### src/rtl/vuprs_adc_sample_sched.sv
// vuprs_adc_sample_sched: shared conversion-trigger scheduler for NUM_ADC AD7606
// controllers. Generates a periodic or software-initiated trigger, waits for every
// controller to finish sampling (with a timeout) and keeps frame/overrun/timeout counts.
module vuprs_adc_sample_sched #(
  parameter int unsigned NUM_ADC    = 2,
  parameter int unsigned DIV_WIDTH  = 24,
  parameter int unsigned MIN_PERIOD = 100,
  parameter int unsigned TRIG_HIGH  = 4,
  parameter int unsigned TIMEOUT    = 2500,
  parameter int unsigned CNT_WIDTH  = 16
) (
  input  logic                 clk,
  input  logic                 rst,
  input  logic                 cfg_enable,
  input  logic                 cfg_sw_mode,
  input  logic [DIV_WIDTH-1:0] cfg_period,
  input  logic                 sw_trigger,
  input  logic [NUM_ADC-1:0]   adc_reset_down,
  input  logic [NUM_ADC-1:0]   adc_sampling,
  input  logic [NUM_ADC-1:0]   adc_error,
  output logic                 trigger,
  output logic                 frame_valid,
  output logic                 frame_error,
  output logic [NUM_ADC-1:0]   frame_err_mask,
  output logic [CNT_WIDTH-1:0] frame_index,
  output logic [CNT_WIDTH-1:0] overrun_count,
  output logic [CNT_WIDTH-1:0] timeout_count,
  output logic                 active
);

  localparam int unsigned HW = (TRIG_HIGH > 1) ? $clog2(TRIG_HIGH) : 1;
  localparam int unsigned TW = (TIMEOUT > 1) ? $clog2(TIMEOUT) : 1;

  localparam logic [HW-1:0]        H_LAST = HW'(TRIG_HIGH - 1);
  localparam logic [HW-1:0]        H_ONE  = HW'(1);
  localparam logic [TW-1:0]        T_LAST = TW'(TIMEOUT - 1);
  localparam logic [TW-1:0]        T_ONE  = TW'(1);
  localparam logic [DIV_WIDTH-1:0] P_MIN  = DIV_WIDTH'(MIN_PERIOD);
  localparam logic [DIV_WIDTH-1:0] P_ONE  = DIV_WIDTH'(1);
  localparam logic [CNT_WIDTH-1:0] C_ONE  = CNT_WIDTH'(1);

  typedef enum logic [2:0] {
    S_IDLE,
    S_ARMED,
    S_TRIG,
    S_WAIT,
    S_DONE
  } state_t;

  state_t               state_q;
  state_t               state_n;
  logic [DIV_WIDTH-1:0] per_cnt;
  logic [DIV_WIDTH-1:0] per_len;
  logic [DIV_WIDTH-1:0] per_clamp;
  logic                 tick;
  logic                 sw_q;
  logic                 sw_edge;
  logic [HW-1:0]        hcnt;
  logic [TW-1:0]        tcnt;
  logic [NUM_ADC-1:0]   seen_q;
  logic                 rd_ok;
  logic                 complete;
  logic                 overrun_hit;
  logic                 timeout_hit;

  // Derived conditions: clamped period, period tick, sw edge, readiness and frame completion.
  always_comb begin
    per_clamp = (cfg_period < P_MIN) ? P_MIN : cfg_period;
    tick      = (state_q != S_IDLE) && !cfg_sw_mode && (per_cnt == per_len - P_ONE);
    sw_edge   = sw_trigger & ~sw_q;
    rd_ok     = &adc_reset_down;
    complete  = (&seen_q) && (adc_sampling == '0);
  end

  // Period counter; the period length is re-latched only while idle and at each wrap.
  always_ff @(posedge clk or negedge rst) begin
    if (!rst) begin
      per_cnt <= '0;
      per_len <= P_MIN;
    end else if (state_q == S_IDLE || cfg_sw_mode) begin
      per_cnt <= '0;
      per_len <= per_clamp;
    end else if (tick) begin
      per_cnt <= '0;
      per_len <= per_clamp;
    end else begin
      per_cnt <= per_cnt + P_ONE;
    end
  end

  // Frame bookkeeping: sw edge register, trigger-high counter, timeout counter, seen mask.
  always_ff @(posedge clk or negedge rst) begin
    if (!rst) begin
      sw_q   <= 1'b0;
      hcnt   <= '0;
      tcnt   <= '0;
      seen_q <= '0;
    end else begin
      sw_q <= sw_trigger;
      hcnt <= (state_q == S_TRIG) ? hcnt + H_ONE : '0;
      tcnt <= (state_q == S_TRIG || state_q == S_WAIT) ? tcnt + T_ONE : '0;
      if (state_q == S_TRIG) begin
        seen_q <= '0;
      end else if (state_q == S_WAIT) begin
        seen_q <= seen_q | adc_sampling;
      end
    end
  end

  // State register.
  always_ff @(posedge clk or negedge rst) begin
    if (!rst) begin
      state_q <= S_IDLE;
    end else begin
      state_q <= state_n;
    end
  end

  // Next-state logic plus overrun/timeout event strobes.
  // A frame that ends while disabled goes straight to IDLE instead of passing through ARMED.
  always_comb begin
    state_n     = state_q;
    overrun_hit = 1'b0;
    timeout_hit = 1'b0;
    case (state_q)
      S_IDLE: begin
        if (cfg_enable && rd_ok) state_n = S_ARMED;
      end
      S_ARMED: begin
        if (!rd_ok || !cfg_enable) begin
          state_n = S_IDLE;
        end else if (tick || (cfg_sw_mode && sw_edge)) begin
          state_n = S_TRIG;
        end
      end
      S_TRIG: begin
        if (!rd_ok) begin
          state_n = S_IDLE;
        end else begin
          overrun_hit = tick;
          if (hcnt == H_LAST) state_n = S_WAIT;
        end
      end
      S_WAIT: begin
        if (!rd_ok) begin
          state_n = S_IDLE;
        end else begin
          overrun_hit = tick;
          if (complete) begin
            state_n = S_DONE;
          end else if (tcnt == T_LAST) begin
            timeout_hit = 1'b1;
            state_n     = cfg_enable ? S_ARMED : S_IDLE;
          end
        end
      end
      S_DONE: begin
        if (!rd_ok) begin
          state_n = S_IDLE;
        end else begin
          overrun_hit = tick;
          state_n     = cfg_enable ? S_ARMED : S_IDLE;
        end
      end
      default: state_n = S_IDLE;
    endcase
  end

  // Registered outputs and statistics, all decoded from the next state so they align with it.
  always_ff @(posedge clk or negedge rst) begin
    if (!rst) begin
      trigger        <= 1'b0;
      frame_valid    <= 1'b0;
      frame_error    <= 1'b0;
      frame_err_mask <= '0;
      frame_index    <= '0;
      overrun_count  <= '0;
      timeout_count  <= '0;
      active         <= 1'b0;
    end else begin
      trigger     <= (state_n == S_TRIG);
      frame_valid <= (state_n == S_DONE);
      frame_error <= timeout_hit;
      active      <= (state_n != S_IDLE);
      if (state_n == S_DONE) begin
        frame_err_mask <= adc_error;
        frame_index    <= frame_index + C_ONE;
      end
      if (overrun_hit && !(&overrun_count)) overrun_count <= overrun_count + C_ONE;
      if (timeout_hit && !(&timeout_count)) timeout_count <= timeout_count + C_ONE;
    end
  end

endmodule

### config.mk
export PLATFORM = sky130hd
export DESIGN_NAME = vuprs_adc_sample_sched
export DESIGN_NICKNAME = d
export VERILOG_FILES = /design/src/rtl/vuprs_adc_sample_sched.sv
export SDC_FILE = /design/constraint.sdc
export NUM_CORES = 1
export LEC_CHECK = 0
export CORE_ASPECT_RATIO = 1.2
export CORE_MARGIN = 3
export CORE_UTILIZATION = 30
export CTS_BUF_LIST = sky130_fd_sc_hd__clkbuf_8
export DETAILED_ROUTE_END_ITERATION = 10
export PLACE_DENSITY_LB_ADDON = 0.1
export SYNTH_ARGS = -nofsm -noshare
export SYNTH_HDL_FRONTEND = slang
export SYNTH_SLANG_ARGS = --single-unit
### constraint.sdc
create_clock -name clk -period 6.4 [get_ports clk]
set_input_delay 1.28 -clock clk [delete_from_list [all_inputs] [get_ports clk]]
set_output_delay 1.28 -clock clk [all_outputs]
set_load 0.05 [all_outputs]
==> metrics.yaml <==
cts_setup_buffers: 0
period_share_pct: 70.16
avgViaCountPerCell: 4.943
synth_top_flop_cell: "dfrtp_1"
status: "complete, no violations"
numCtsBuffers: 17
power.density_nw_per_um2: 207.0
synth_commonest_cells: "dfrtp_1, nor2_1, xnor2_1"
finalSetupTns_ps: 0
worstMarginPinSlew_ps: 1130
synth_top_area_share_pct: 45.95
fp.dieH_um: 167.0
initial_core_util_pct: 30.69
crit_type: "reg -> reg"
p_leak_nw: 3.440
final_nets: 764
io_buffers: 88
required_ps: 6760
cp-end-kind: "flop"
ys_async_sr_fraction_pct: 100.0
avgRoutedWirePerCell_um: 15.82
grt_pass1_vias: 5023
pwr-share-clk_pct: 44.8
cts.clk_slew.worst_paths_ps: 80
syn_area_um2: 6481
avgSynthCellArea_um2: 10.30
die-area_um2: 23410
setup-violations-final: 0
drv_slew: 0
cp_cell_sequence: "inv_1, ha_1, nor4b_1, nand4_1, or3_1, nand4b_1, nor2_1, or4_4, o21ai_4, buf_4, mux2i_1"
ant_nets: 0
period_needed_ps: 4490
drive_gt1_share_pct: 10.61
cts_sinks: 122
max_freq_mhz: 222.7
area_growth_pct: 24.13
num_antenna_cells: 0
power_mw: 1.665
hold_slack_ps: 443.5
cts_buffer_depth: 2
synth-seq-area-share_pct: 47.16
grt_max_degree: 67
drc: 0
htreeDepth: 4
place.gp.congestion: 0.9127
die_w_um: 140.2
via_count: 4968
seqPwrFrac_pct: 48.5
ir_drop_mv: 0.1137
hold_class: "reg -> reg"
globalRouteOverflowTotal: 0
hold_buffers: 0
grt_pass1_wl_um: 27190
r2r-end: "per_len[1]$_DFFE_PN0P_"
placementRows: 58
p_int_mw: 1.248
switching_power_mw: 0.4173
ios: 89
synth-edff-count: 0
detail_route.first_pass.iterations: 4
dp_cells: 973
skew_ps: 11.02
layoutNonFillerInstCount: 1005
hold_violations: 0
antenna_found_initial: 0
cpPeakStageDelay_ps: 900
synth_top_area_cell: "dfrtp_1"
rrSetupSlack_ps: 1910
cts_tree: "yes"
synth_seq_cells: 122
startpoint: "per_len[0]$_DFFE_PN0P_"
cp-endpoint: "per_len[1]$_DFFE_PN0P_"
synth_nets: 671
switching_share_pct: 25.06
grtUsageTotal_pct: 14.30
postCtsResizedCells: 0
maxSlewHeadroom_pct: 24.40
clk_latency_ps: 440
yosys_warnings: 0
hpwl_um: 11690
clock-root-buffer: "clkbuf_8"
coreArea_um2: 21120
critical_path.startpoint_type: "flop"
critPathArrivalTime_ps: 4850
rr_worst_depth: 11
ys_top_cells_by_area: "dfrtp_1, xnor2_1, xor2_1"
first_iter_violations: 258
yosysMostFrequentCell: "dfrtp_1"
finalWirelength_um: 15900
r2r_start: "per_len[0]$_DFFE_PN0P_"
yosysUniqueCellTypes: 59
rsz0062_at_grt: "false"
cp_slowest_cell: "o21ai_4"
cap_violations: 0
combPwrFrac_pct: 6.8
path_max_fanout: 31
synth_cells: 629
-- area by class of cell --
| type | instances | area [um^2] |
|---|---|---|
| repair buffers | 93 | 915.9 |
| clock buffers | 19 | 261.5 |
| multi-input cells | 481 | 3281 |
| flip-flops and latches | 122 | 3057 |
| clock inverters | 13 | 166.4 |
| well taps | 270 | 337.8 |
| inverters | 7 | 26.28 |
| fillers | 2064 | 13070 |
-- per-stage QoR --
step	utilization (%)	worst slack, ps	cell area, um^2
after floorplan	-	2584	6481
after global placement	36.07	2006	7617
after detailed placement	36.07	1918	7617
after CTS	38.10	1888	8045
after global routing	38.10	1507	8045
final	38.10	1910	8045
-- cell usage in the layout, fill, tap and decap left out, types with 8 or more instances in the layout --
cell / synthesis / layout
a21oi_1: 10 / 10
and2_1: 8 / 8
and3_1: 29 / 29
clkbuf_8: 0 / 19
clkdlybuf4s50_1: 0 / 87
dfrtp_1: 119 / 119
mux2_2: 12 / 12
mux2_4: 10 / 10
nand2_1: 38 / 38
nand3_1: 37 / 37
nand4_1: 20 / 20
nor2_1: 65 / 65
nor3_1: 25 / 25
nor4_1: 16 / 16
or3_1: 8 / 8
or4_1: 9 / 9
xnor2_1: 51 / 51
xor2_1: 49 / 49
-- registers in the layout, indices dropped and copies added (netlist names), 2 cells and up --
name,flops
frame_index,16
per_len,24
per_cnt,24
tcnt,12
frame_err_mask,2
seen_q,2
overrun_count,16
timeout_count,16
state_q,3
hcnt,2
-- power by group through the flow --
stage | sequential, mW | combinational [mW] | clock, mW
CTS | 0.807 | 0.115 | 0.768
global placement | 0.822 | 0.113 | 0
detailed placement | 0.822 | 0.114 | 0
global route | 0.810 | 0.126 | 0.809
finish | 0.807 | 0.113 | 0.746
floorplan | 0.816 | 0.0619 | 0
-- critical path, delay by kind of cell, from the launching register on --
kind,cells,cell delay (ps)
AOI/OAI and AO/OA,1,900
adders and majority gates,1,260
buffers and inverters,2,430
DFF,1,440
muxes,1,190
and+or+nand+nor,6,2190
-- layer usage --
| layer | up-vias | wire (um) | part of all wire (%) | track usage (%) |
|---|---|---|---|---|
| li1 | 2439 | - | - | - |
| met5 | - | 0 | 0 | 0 |
| met2 | 72 | 7957 | 50 | 23.33 |
| met1 | 2444 | 7237 | 46 | 19.22 |
| met3 | 13 | 520 | 3.3 | 3.073 |
| met4 | 0 | 185 | 1.2 | 3.919 |
-- worst min-delay path by stage --
stage,start,to,cells after the start
floorplan,hcnt[0]$_DFF_PN0_,hcnt[0]$_DFF_PN0_,1
global placement,hcnt[0]$_DFF_PN0_,hcnt[0]$_DFF_PN0_,1
detailed placement,hcnt[0]$_DFF_PN0_,hcnt[0]$_DFF_PN0_,1
CTS,hcnt[0]$_DFF_PN0_,hcnt[0]$_DFF_PN0_,1
global route,tcnt[0]$_DFF_PN0_,tcnt[0]$_DFF_PN0_,1
finish,hcnt[0]$_DFF_PN0_,hcnt[0]$_DFF_PN0_,1
-- logic make-up (layout without fill, tap and decap cells) --
logic type / after synthesis / count (layout) / synth area share, %
DFF: 122 / 122 / 47.16
xor gates and xnor gates: 100 / 100 / 13.51
muxes: 30 / 30 / 5.695
AOI/OAI and AO/OA: 40 / 40 / 4.460
buffers and inverters: 26 / 132 / 2.220
and+or+nand+nor: 304 / 304 / 25.60
adders and majority gates: 7 / 7 / 1.351
(Power assumes the default switching activity.)
